==> src/rtl/ps2_host_cmd_tx.sv <==
// Host-to-device PS/2 command transmitter: inhibit, request-to-send, 11-clock frame, ACK check.
// Optional build macro PS2_TX_FA_WAIT_EN: also wait for the device 0xFA/0xFE response byte.
module ps2_host_cmd_tx #(
   parameter int unsigned INHIBIT_CYCLES    = 6000,
   parameter int unsigned TIMEOUT_CYCLES    = 750000,
   parameter int unsigned FA_TIMEOUT_CYCLES = 1000000
) (
   input  logic       CLOCK_50,
   input  logic       resetn,
   input  logic [7:0] cmd_data,
   input  logic       cmd_valid,
   output logic       cmd_ready,
   input  logic       ps2_clk_in,
   input  logic       ps2_dat_in,
   output logic       ps2_clk_oe,
   output logic       ps2_dat_oe,
   input  logic [7:0] rx_data,
   input  logic       rx_valid,
   output logic       busy,
   output logic       done,
   output logic       error,
   output logic [1:0] err_code
);

   localparam int unsigned MAX_A   = (TIMEOUT_CYCLES > FA_TIMEOUT_CYCLES) ? TIMEOUT_CYCLES : FA_TIMEOUT_CYCLES;
   localparam int unsigned MAX_CNT = (MAX_A > INHIBIT_CYCLES) ? MAX_A : INHIBIT_CYCLES;
   localparam int unsigned CNT_W   = $clog2(MAX_CNT + 1);

   typedef enum logic [3:0] {
      S_IDLE, S_INHIBIT, S_START, S_REQ, S_DATA, S_ACK, S_LINE_IDLE, S_WAIT_FA, S_PULSE
   } state_t;

   state_t           state_q, state_d;
   logic [CNT_W-1:0] cnt_q, cnt_d;
   logic [3:0]       bit_q, bit_d, bit_nxt;
   logic [7:0]       data_q, data_d;
   logic             parity_q, parity_d;
   logic             clk_oe_d, dat_oe_d, done_d, error_d;
   logic [1:0]       err_code_d, err_val;
   logic             err_set, done_set, timed_out;

   logic [2:0] clk_sr;
   logic [1:0] dat_sr;
   logic       clk_sync, clk_prev, dat_sync, clk_fall, clk_rise;

`ifndef PS2_TX_FA_WAIT_EN
   logic unused_rx;
   assign unused_rx = ^{rx_data, rx_valid};
`endif

   // Two-flop synchronisers plus one stage of history for edge detection
   always_ff @(posedge CLOCK_50 or negedge resetn) begin
      if (!resetn) begin
         clk_sr <= 3'b111;
         dat_sr <= 2'b11;
      end else begin
         clk_sr <= {clk_sr[1:0], ps2_clk_in};
         dat_sr <= {dat_sr[0], ps2_dat_in};
      end
   end

   assign clk_sync  = clk_sr[1];
   assign clk_prev  = clk_sr[2];
   assign dat_sync  = dat_sr[1];
   assign clk_fall  = clk_prev & ~clk_sync;
   assign clk_rise  = ~clk_prev & clk_sync;
   assign timed_out = (cnt_q >= CNT_W'(TIMEOUT_CYCLES));

   always_ff @(posedge CLOCK_50 or negedge resetn) begin
      if (!resetn) begin
         state_q    <= S_IDLE;
         cnt_q      <= '0;
         bit_q      <= '0;
         data_q     <= '0;
         parity_q   <= 1'b0;
         ps2_clk_oe <= 1'b0;
         ps2_dat_oe <= 1'b0;
         cmd_ready  <= 1'b1;
         busy       <= 1'b0;
         done       <= 1'b0;
         error      <= 1'b0;
         err_code   <= 2'b00;
      end else begin
         state_q    <= state_d;
         cnt_q      <= cnt_d;
         bit_q      <= bit_d;
         data_q     <= data_d;
         parity_q   <= parity_d;
         ps2_clk_oe <= clk_oe_d;
         ps2_dat_oe <= dat_oe_d;
         cmd_ready  <= (state_d == S_IDLE);
         busy       <= (state_d != S_IDLE);
         done       <= done_d;
         error      <= error_d;
         err_code   <= err_code_d;
      end
   end

   always_comb begin
      state_d    = state_q;
      cnt_d      = cnt_q;
      bit_d      = bit_q;
      data_d     = data_q;
      parity_d   = parity_q;
      clk_oe_d   = 1'b0;
      dat_oe_d   = ps2_dat_oe;
      done_d     = 1'b0;
      error_d    = 1'b0;
      err_code_d = err_code;
      err_set    = 1'b0;
      err_val    = 2'b00;
      done_set   = 1'b0;
      bit_nxt    = bit_q + 4'd1;

      case (state_q)
         S_IDLE: begin
            dat_oe_d = 1'b0;
            if (cmd_valid && cmd_ready) begin
               state_d  = S_INHIBIT;
               data_d   = cmd_data;
               parity_d = ~^cmd_data;
               cnt_d    = '0;
               clk_oe_d = 1'b1;
            end
         end
         S_INHIBIT: begin
            clk_oe_d = 1'b1;
            dat_oe_d = 1'b0;
            if (cnt_q >= CNT_W'(INHIBIT_CYCLES - 1)) begin
               state_d  = S_START;
               dat_oe_d = 1'b1;
            end else begin
               cnt_d = cnt_q + CNT_W'(1);
            end
         end
         // Start bit already low: release the clock and let the device take over
         S_START: begin
            dat_oe_d = 1'b1;
            cnt_d    = '0;
            state_d  = S_REQ;
         end
         S_REQ: begin
            dat_oe_d = 1'b1;
            if (timed_out) begin
               err_set = 1'b1;
               err_val = 2'b01;
            end else begin
               cnt_d = cnt_q + CNT_W'(1);
               if (clk_fall) begin
                  bit_d    = 4'd1;
                  dat_oe_d = ~data_q[0];
                  state_d  = S_DATA;
               end
            end
         end
         // Falls 2..8 shift data, 9 parity, 10 stop (released), 11 hands over to ACK
         S_DATA: begin
            if (timed_out) begin
               err_set = 1'b1;
               err_val = 2'b01;
            end else begin
               cnt_d = cnt_q + CNT_W'(1);
               if (clk_fall) begin
                  bit_d = bit_nxt;
                  if (bit_nxt <= 4'd8) begin
                     dat_oe_d = ~data_q[3'(bit_nxt - 4'd1)];
                  end else if (bit_nxt == 4'd9) begin
                     dat_oe_d = ~parity_q;
                  end else begin
                     dat_oe_d = 1'b0;
                     if (bit_nxt == 4'd11) state_d = S_ACK;
                  end
               end
            end
         end
         S_ACK: begin
            dat_oe_d = 1'b0;
            if (timed_out) begin
               err_set = 1'b1;
               err_val = 2'b01;
            end else begin
               cnt_d = cnt_q + CNT_W'(1);
               if (clk_rise) begin
                  if (dat_sync) begin
                     err_set = 1'b1;
                     err_val = 2'b10;
                  end else begin
                     state_d = S_LINE_IDLE;
                  end
               end
            end
         end
         S_LINE_IDLE: begin
            dat_oe_d = 1'b0;
            if (clk_sync && dat_sync) begin
`ifdef PS2_TX_FA_WAIT_EN
               state_d = S_WAIT_FA;
               cnt_d   = '0;
`else
               done_set = 1'b1;
`endif
            end
         end
`ifdef PS2_TX_FA_WAIT_EN
         // Only the device response byte matters here; anything else is ignored
         S_WAIT_FA: begin
            dat_oe_d = 1'b0;
            cnt_d    = cnt_q + CNT_W'(1);
            if (rx_valid && (rx_data == 8'hFA)) begin
               done_set = 1'b1;
            end else if (rx_valid && (rx_data == 8'hFE)) begin
               err_set = 1'b1;
               err_val = 2'b11;
            end else if (cnt_q >= CNT_W'(FA_TIMEOUT_CYCLES)) begin
               err_set = 1'b1;
               err_val = 2'b01;
            end
         end
`endif
         S_PULSE: begin
            dat_oe_d = 1'b0;
            state_d  = S_IDLE;
         end
         default: begin
            dat_oe_d = 1'b0;
            state_d  = S_IDLE;
         end
      endcase

      if (err_set) begin
         state_d    = S_PULSE;
         error_d    = 1'b1;
         err_code_d = err_val;
         clk_oe_d   = 1'b0;
         dat_oe_d   = 1'b0;
      end else if (done_set) begin
         state_d  = S_PULSE;
         done_d   = 1'b1;
         clk_oe_d = 1'b0;
         dat_oe_d = 1'b0;
      end
   end

endmodule

==> config.mk <==
export PLATFORM = sky130hd
export DESIGN_NAME = ps2_host_cmd_tx
export DESIGN_NICKNAME = d
export VERILOG_FILES = /design/src/rtl/ps2_host_cmd_tx.sv
export SDC_FILE = /design/constraint.sdc
export NUM_CORES = 1
export LEC_CHECK = 0
export BUFFER_PORTS_ARGS = -buffer_cell sky130_fd_sc_hd__buf_4
export CAP_MARGIN = 5
export CORE_ASPECT_RATIO = 1.25
export CORE_MARGIN = 2
export CORE_UTILIZATION = 31
export DETAILED_ROUTE_END_ITERATION = 8
export SETUP_SLACK_MARGIN = 0.5
export SLEW_MARGIN = 40
export SYNTH_ARGS = -nofsm -noshare
export SYNTH_HDL_FRONTEND = slang
export SYNTH_SLANG_ARGS = --single-unit
==> constraint.sdc <==
create_clock -name CLOCK_50 -period 3.65 [get_ports CLOCK_50]
set_input_delay 0.73 -clock CLOCK_50 [delete_from_list [all_inputs] [get_ports CLOCK_50]]
set_output_delay 0.73 -clock CLOCK_50 [all_outputs]
set_load 0.02 [all_outputs]
=== Word level (Yosys, flattened, before mapping) ===
Cells that the tools add are included.

* Order comparisons: 4
* Bitwise logic cells: 7
* Multiplexer cells: 55
* Equality and inequality tests: 17
* Reduce and logical (&&, ||, !) cells: 14
* Add/subtract/negate cells: 3

{| class="wikitable"
|+ Operator list
! operator !! number
|-
| 20-bit one-hot mux with 4 select lines || 1
|-
| 4-bit two-way mux || 18
|-
| 20-bit two-way mux || 3
|-
| 4-bit one-hot mux with 7 select lines || 1
|-
| 1-bit two-way mux || 23
|-
| 20-bit by 1-bit adder with 20-bit output (second input constant) || 1
|-
| 20-bit by 13-bit >= comparator with 1-bit output (second input constant) || 1
|-
| 20-bit >= comparator (second input constant) || 1
|-
| 2-bit inequality test (second input constant) || 7
|-
| 4-bit by 3-bit equality test with 1-bit output (second input constant) || 3
|-
| 4-bit by 2-bit equality test with 1-bit output (second input constant) || 2
|-
| 4-bit equality test (second input constant) || 2
|-
| 4-bit logical NOT || 2
|-
| 4-bit inequality test (second input constant) || 2
|-
| 4-bit one-hot mux with 2 select lines || 1
|-
| 4-bit nonzero test || 2
|-
| 8-bit XNOR reduction || 1
|-
| 2-bit two-way mux || 3
|-
| 1-bit inverter || 5
|-
| 5-bit AND reduction || 1
|-
| 4-bit by 1-bit adder with 4-bit output (second input constant) || 1
|-
| 4-bit by 1-bit equality test with 1-bit output (second input constant) || 1
|-
| 4-bit <= comparator (second input constant) || 1
|-
| 3-bit by 4-bit less-than comparator with 1-bit output (second input constant) || 1
|-
| other kinds (12) || 16
|}

* Logic and storage cells: 114
* Flip-flop bits (word level): 50
* Input bits: 22
* Output and inout bits: 8

=== Depth between registers and ports, before layout ===
Gate-level depths: netlist (run 1).

* Word-level depth: 11
* Gate-level depth with buffers: 9
* Mapped depth without buffers: 7

=== Worst setup path before layout (run 1) ===
No wires, ideal clock.

* Path kind: register to register
* Start point: register cnt_q[16]
* End point: register cnt_q[17]
* Arrival time: 2373 ps
* Path buffers: 1
* Library setup time: 78 ps
* Data required time: 3572 ps
* Setup slack: 1199 ps
* Cell stages (with the launch flop): 8
* Period minus slack after synthesis: 2451 ps
* Path through: dfrtp_1 -> or4_4 -> o41ai_2 -> a21oi_2 -> or4_1 -> buf_2 -> or3_1 -> a21oi_1

* Longest elaborated chain between the ends: 3
* Elaborated cells on any way between the ends: 9
* Those cells by class: add/sub: 1; order compare: 2; eq/ne: 2; mux: 3; reduce/logical: 1

{| class="wikitable"
|+ RTL lines
! what !! line !! text
|-
| start: declaration || 34 || <nowiki>logic [CNT_W-1:0] cnt_q, cnt_d;</nowiki>
|-
| start signal: assignment || 85 || <nowiki>cnt_q <= cnt_d;</nowiki>
|-
| 20-bit by 1-bit adder with 20-bit output (tied with other cells) || -- ||
|-
| 20-bit two-way mux (tied with other cells) || 144, 158, 178 ||
|-
| 20-bit one-hot mux with 4 select lines / 4-bit AND reduction (equally long branches) || -- ||
|}

Parallel ways exist; a longest one is shown, timed or not. The select of a mux whose other input is x is not followed.
A chain may end at the register's enable or synchronous reset.

=== Worst setup path after layout (run 1) ===
Ends and elaborated chain as after synthesis.

==> results of run 1 <==
## synthesized netlist by cell type (2+ instances only)
cell,instances,area (sq um)
nand2_1,25,93.84
o21bai_1,2,15.01
nor3_1,7,35.03
and2_1,3,18.77
a31oi_1,3,18.77
dfstp_2,6,157.7
nand2b_1,2,12.51
or2_2,2,12.51
nor4b_1,3,26.28
clkbuf_1,14,52.55
buf_2,2,10.01
and3_1,9,56.30
nor2_1,23,86.33
ha_1,6,75.07
nand4_1,5,31.28
dfrtp_1,44,1101
xor2_1,2,17.52
a21oi_1,15,75.07
or4_1,2,15.01
o21a_1,2,15.01
xnor2_1,10,87.58
a21o_1,6,45.04
nor2b_1,4,25.02
a21boi_0,2,15.01
nand3_1,13,65.06
a31o_2,3,26.28
o211ai_1,4,30.03
a22o_1,2,17.52
mux4_2,2,45.04
o21ai_0,16,80.08
nor4_1,3,18.77
a221oi_1,2,17.52
mux2_2,8,90.09
inv_1,11,41.29
a211oi_1,2,15.01
or3_1,11,68.82
## logic make-up (layout without fill, tap and decap cells)
group / Yosys count / after routing / share of synthesized area, %
flops: 50 / 50 / 44.32
simple gates: 119 / 119 / 22.20
compound gates: 75 / 75 / 18.24
buf+inv: 28 / 42 / 3.788
xor+xnor: 12 / 12 / 3.700
fa+ha+maj: 6 / 6 / 2.643
mux: 11 / 11 / 5.110
## metal layers
| metal | global-route usage, % | part of all wire (%) | vias up |
|---|---|---|---|
| li1 | - | - | 1122 |
| met1 | 15.17 | 43 | 1107 |
| met2 | 23.68 | 54 | 32 |
| met3 | 2.010 | 2.4 | 5 |
| met4 | 2.488 | 0.72 | 0 |
| met5 | 0 | 0 | - |
## power groups by stage
| stage | clock (mW) | combinational [mW] | sequential (mW) |
|---|---|---|---|
| after floorplan | 0 | 0.541 | 0.791 |
| after global placement | 0 | 0.692 | 0.834 |
| after detailed placement | 0 | 0.706 | 0.835 |
| after CTS | 0.472 | 0.712 | 0.825 |
| after global routing | 0.496 | 0.780 | 0.848 |
| final | 0.458 | 0.700 | 0.825 |
## worst paths after layout
kind | startpoint | end | depth (start not counted)
worst max register to register | cnt_q[16] | cnt_q[17] | 6
min in group asynchronous | resetn | data_q[6] | 1
worst min register to register | clk_sr[0] | clk_sr[1] | 0
max in group asynchronous | resetn | bit_q[2] | 1
worst min-delay path | clk_sr[0] | clk_sr[1] | 0
worst max-delay path | cnt_q[16] | cnt_q[17] | 6
## state kept, by name (all words and copies together), names as in the netlist, 2 cells and up
signal and flops:
bit_q 4, clk_sr 3, cnt_q 20, data_q 8, err_code 2, dat_sr 2, state_q 4
## stage by stage
stage          cells  power, mW  cell area [sq um]
2_1_floorplan    301      1.332               2840
4_1_cts          438      2.009               3258
3_3_place_gp     430      1.526               3107
5_1_grt          438      2.123               3258
6_report         438      1.984               3258
3_5_place_dp     430      1.541               3112
## worst max-delay path: stages, from the launching register on
cell     delay, ps
dfrtp_1        420
or4_4          570
o41ai_2        240
a21oi_2        130
or4_1          690
or3_1          400
a21oi_1        160
## cell type report
cell class	count	area (sq um)	area share, %
Clock buffer	5	125.1	3.840
Multi-Input combinational cell	223	1485	45.58
Timing Repair Buffer	23	172.7	5.300
Sequential cell	50	1259	38.63
Tap cell	123	153.9	4.724
Inverter	11	41.29	1.267
Clock inverter	3	21.27	0.6528
==> metrics.cfg, run 1 <==
[placement]
pre_cts_slack_ps = 962.1
dpl.hpwl_microns = 4583
gp_congestion = 0.8097
numPortBuffers = 20

[synth]
synth-seq-area-share_pct = 44.32
yosys_register_bits = 50
ys_warn_count = 0
synthFlopType = dfrtp_1
syn_area_sq_um = 2840
avgSynthCellArea_sq_um = 9.436
synth-edff-count = 0
synth.distinct_cells = 61
synth_cells = 301
async_flop_share_pct = 100.0
syn-num-nets = 329

[power_and_ir_drop]
pwr-share-comb_pct = 35.3
power_leakage_nw = 1.399
p_int_mw = 1.272
swShare_pct = 35.88
switching_power_mw = 0.7117
seqPwrFrac_pct = 41.6
power_density_nw_per_um2 = 608.8
clkPwrFrac_pct = 23.1
ir_drop_mv = 0.2340

[status]
outcome = completed

[cells_and_area]
final_common_cell = dfrtp_1
drive_gt1_share_pct = 19.05
num-fill-cells = 908
syn2layout_area_growth_pct = 14.71
layout_common_cells = dfrtp_1 (44), nand2_1 (25), nor2_1 (23), buf_4 (23), o21ai_0 (16)
final_util_pct = 36.09
diodes = 0
final_net_count = 342

[worst_setup_path]
r2r_setup_slack_ps = 960
worstPathRequired_ps = 3860
crit_fanout = 9
start_kind = flop
cp_data_arrival_time_ps = 2900
end_kind = flop
critPathKind = reg2reg

[sta]
finalClockSkew_ps = 3.984
finalCritPeriodShare_pct = 73.67
finalHoldViolations = 0
max_slew_margin_pct = 49.33
fmax_mhz = 371.9
worst_pin_slew_ps = 749.4
fin_crit_ps = 2689
maxSlewViolCount = 0
setup_viol = 0
layout_setup_ws_ps = 960.9
rsz0062_at_grt = no
whs_ps = 356.2
finalSetupTns_ps = 0

[global_routing]
antenna_found_initial = 0
grt_pass1_vias = 2270
grt_pass1_wl_microns = 10380
grtUsageTotal_pct = 12.81
grt_max_degree = 51
gr-total-overflow = 0

[worst_hold_path]
hold_class = reg2reg

[floorplanning]
design.core.area_sq_um = 9027
die_y_microns = 111.0
io_pins = 30
start_util_pct = 31.46
fp-row-count = 39
dieArea_sq_um = 9949
die_width_microns = 89.62

[clock_tree]
clockBufferDepth = 2
clk_pin_slew_worst_paths_ps = 70
cts_buffers = 5
h-tree-depth = 2
clock_sinks = 50
cts_resized = 0
clkLatencyLatePin_ps = 290
cts-root-buf = clkbuf_16
postCtsSetupBuffers = 0
postCtsHoldBufs = 0
cts_tree = built

[drt]
wl_microns = 6144
vias = 2266
route.detailed.drc = 0
vias_per_cell = 5.174
first_pass_iters = 4
wire_per_inst_microns = 14.03
ant_nets = 0
drtIter0Drc = 97

[flow_run]
max_cap_violations = 0

Power figures use the tool's default switching activity.
==> run 2, diff against run 1 <==
Settings changed: ABC_AREA set to 1.
Clock period 3.65 ns to 2.5 ns, I/O delays scaled along.
==> run 2 against run 1 <==
Compared with the run above:
- fmax grew 47%
- sequential share of layout area shrank 2.9 points
- register-to-register slack lost 290 ps
- largest cell class unchanged
- highest routed layer unchanged
- clock-buffer cell count grew 1
==> metrics.cfg, run 2 <==
[worst_setup_path]
critPathKind = reg2reg  ; unchanged
end_kind = flop  ; unchanged
crit_path_frequent_cell = nand2_1
cpLargestDelayFamily = simple AND/OR/NAND/NOR gates  ; unchanged
cp_data_arrival_time_ps = 2040  ; was 2900 ps
start_kind = flop  ; unchanged
cp_num_buf_inv = 1  ; was 0
slowest_delay_ps = 450  ; was 690 ps
crit_fanout = 21  ; was 9
worstPathRequired_ps = 2710  ; was 3860 ps
worstPathCellList = ha_4 > nand3_1 > nand2_1 > nand2_1 > nand2_1 > nand2_1 > nand2_1 > nand2_1 > nand2_2 > inv_4 > nand2_1 > a21oi_1  ; was or4_4 > o41ai_2 > a21oi_2 > or4_1 > or3_1 > a21oi_1
cp_slowest_cell = dfrtp_2  ; was or4_1

[synth]
synth_top_cell_by_area = dfrtp_1  ; unchanged
synth-edff-count = 0  ; unchanged
ys_warn_count = 0  ; unchanged
synthFlopType = dfrtp_1  ; unchanged
syn_area_sq_um = 3007  ; was 2840 sq um
yosys-top-cells-count = nand2_1 (115), inv_1 (50), dfrtp_1 (44), nand3_1 (40), nor2_1 (37)  ; was dfrtp_1 (44), nand2_1 (25), nor2_1 (23), o21ai_0 (16), a21oi_1 (15)
synth-seq-area-share_pct = 41.86  ; was 44.32%
synth_top_area_share_pct = 36.62  ; was 38.77%
synth.area.top_cells = dfrtp_1 (37%), nand2_1 (14%), nand3_1 (6.7%), inv_1 (6.2%), dfstp_2 (5.2%)  ; was dfrtp_1 (39%), dfstp_2 (5.6%), nand2_1 (3.3%), mux2_2 (3.2%), xnor2_1 (3.1%)
synth.distinct_cells = 32  ; was 61
synthMostInstantiatedCell = nand2_1  ; was dfrtp_1
syn-num-nets = 429  ; was 329
async_flop_share_pct = 100.0  ; unchanged
avgSynthCellArea_sq_um = 7.498  ; was 9.436 sq um
yosys_register_bits = 50  ; unchanged
synth_cells = 401  ; was 301

[drt]
wl_microns = 6673  ; was 6144 microns
route.detailed.drc = 0  ; unchanged
vias = 2585  ; was 2266
wire_per_inst_microns = 12.07  ; was 14.03 microns
ant_nets = 0  ; unchanged
first_pass_iters = 5  ; was 4
vias_per_cell = 4.675  ; was 5.174
drtIter0Drc = 83  ; was 97

[clock_tree]
cts-root-buf = clkbuf_16  ; unchanged
clkLatencyLatePin_ps = 290  ; about the same
h-tree-depth = 2  ; unchanged
clockBufferDepth = 2  ; unchanged
clock_sinks = 50  ; unchanged
clk_pin_slew_worst_paths_ps = 70  ; about the same
postCtsHoldBufs = 0  ; unchanged
cts_buffers = 5  ; unchanged
cts_tree = built  ; unchanged

[flow_run]
max_cap_violations = 0  ; unchanged

[cells_and_area]
final_common_cell = nand2_1  ; was dfrtp_1
syn2layout_area_growth_pct = 17.31  ; was 14.71%
layout_common_cells = nand2_1 (115), inv_1 (50), dfrtp_1 (42), nand3_1 (39), nor2_1 (36)  ; was dfrtp_1 (44), nand2_1 (25), nor2_1 (23), buf_4 (23), o21ai_0 (16)
diodes = 0  ; unchanged
instances_no_fill = 553  ; was 438
top_register = cnt_q  ; unchanged
drive_gt1_share_pct = 16.39  ; was 19.05%
final_net_count = 454  ; was 342
largest_reg_flops = 20  ; unchanged
largestRegisters = cnt_q x20, data_q x8  ; unchanged

[sta]
finalCritPeriodShare_pct = 73.20  ; was 73.67%
finalSetupTns_ps = 0  ; unchanged
finalHoldViolations = 0  ; unchanged
worst_pin_slew_ps = 639.0  ; was 749.4 ps
max_slew_margin_pct = 57.40  ; was 49.33%
fmax_mhz = 546.5  ; was 371.9 MHz
finalClockSkew_ps = 7.787  ; was 3.984 ps
layout_setup_ws_ps = 670.1  ; was 960.9 ps
setup_viol = 0  ; unchanged
fin_crit_ps = 1830  ; was 2689 ps
rsz0062_at_grt = no  ; unchanged
maxSlewViolCount = 0  ; unchanged

[global_routing]
antenna_found_initial = 0  ; unchanged
grtUsageTotal_pct = 14.00  ; was 12.81%
grt_pass1_vias = 2658  ; was 2270
grt_pass1_wl_microns = 11910  ; was 10380 microns
grt_max_degree = 51  ; unchanged
gr-total-overflow = 0  ; unchanged

[floorplanning]
start_util_pct = 31.62  ; was 31.46%
fp-row-count = 40  ; was 39
die_width_microns = 92.09  ; was 89.62 microns
design.core.area_sq_um = 9509  ; was 9027 sq um
io_pins = 30  ; unchanged
die_y_microns = 114.1  ; was 111.0 microns
dieArea_sq_um = 10510  ; was 9949 sq um

[power_and_ir_drop]
power_leakage_nw = 1.746  ; was 1.399 nW
switching_power_mw = 1.328  ; was 0.7117 mW
swShare_pct = 38.76  ; was 35.88%
seqPwrFrac_pct = 33.2  ; was 41.6%
ir_drop_mv = 0.4645  ; was 0.2340 mV
clkPwrFrac_pct = 26.3  ; was 23.1%
pwr-share-comb_pct = 40.4  ; was 35.3%
p_int_mw = 2.099  ; was 1.272 mW
power_density_nw_per_um2 = 971.5  ; was 608.8 nW/um^2

[placement]
pre_cts_slack_ps = 465.1  ; was 962.1 ps
gp_congestion = 0.9027  ; was 0.8097
place_inst = 543  ; was 430
numPortBuffers = 20  ; unchanged
dpl.hpwl_microns = 4967  ; was 4583 microns

[status]
outcome = completed  ; unchanged

[worst_hold_path]
hold_class = in2async  ; was reg2reg

==> run 2: path summary, 6_finish.rpt <==
kind / start / to / slack, ps / depth (start not counted)
hold reg to reg: clk_sr[0] / clk_sr[1] / 360 / 0
min in group CLOCK_50: ps2_clk_in / clk_sr[0] / 310 / 1
hold / removal: resetn / cnt_q[14] / 230 / 1
setup reg to reg: cnt_q[0] / cnt_q[2] / 670 / 12
max in group asynchronous: resetn / bit_q[0] / 1810 / 1
setup / recovery: cnt_q[0] / cnt_q[2] / 670 / 12
==> run 2: layer usage <==
layer	global-route usage [%]	up-vias	routed length [microns]
met3	2.897	15	348
met4	6.269	0	184
li1	-	1321	-
met5	0	-	0
met2	25.10	68	3435
met1	16.03	1181	2705
==> run 2: cell families after synthesis <==
family | count (synthesis) | synth area share [%]
flops | 50 | 41.86
buf+inv | 62 | 8.489
mux | 7 | 2.622
compound gates | 36 | 6.867
fa+ha+maj | 6 | 2.497
simple gates | 219 | 31.54
xor+xnor | 21 | 6.117
==> run 2: cell type report <==
cell class / instances / area, sq um
Clock buffer: 6 / 138.9
Clock inverter: 2 / 60.06
Fill cell: 1016 / 5982
Inverter: 56 / 212.7
Multi-Input combinational cell: 289 / 1513
Sequential cell: 50 / 1261
Tap cell: 126 / 157.7
Timing Repair Buffer: 24 / 183.9
==> run 2: what timing repair did <==
item,CTS,global route
resized for setup,3,6
setup endpoints to repair,2,18
setup buffers,0,2
==> run 2: metrics by stage <==
| stage | util [%] | total power [mW] | area (sq um) | hold WS, ps |
|---|---|---|---|---|
| floorplan | - | 2.160 | 3007 | 204.4 |
| global placement | 34.54 | 2.449 | 3284 | 346.1 |
| detailed placement | 34.54 | 2.483 | 3284 | 346.8 |
| CTS | 36.70 | 3.419 | 3490 | 261.1 |
| global route | 37.09 | 3.693 | 3527 | 296.2 |
| finish | 37.09 | 3.427 | 3527 | 233.8 |
==> run 2: power by group through the flow <==
stage / registers (mW) / logic (mW) / clock network [mW]
2_1_floorplan: 1.16 / 0.997 / 0
3_3_place_gp: 1.14 / 1.30 / 0
3_5_place_dp: 1.15 / 1.33 / 0
4_1_cts: 1.14 / 1.35 / 0.928
5_1_grt: 1.16 / 1.56 / 0.964
6_report: 1.14 / 1.39 / 0.902
==> run 2: worst reg2reg max path, delay by kind of cell (launching register included) <==
family	cells	cell delay, ps
flip-flops	1	450
AO/OA/AOI/OAI	1	170
AND/OR/NAND/NOR	9	740
adder cells (fa/ha/maj)	1	200
buffers and inverters	1	190
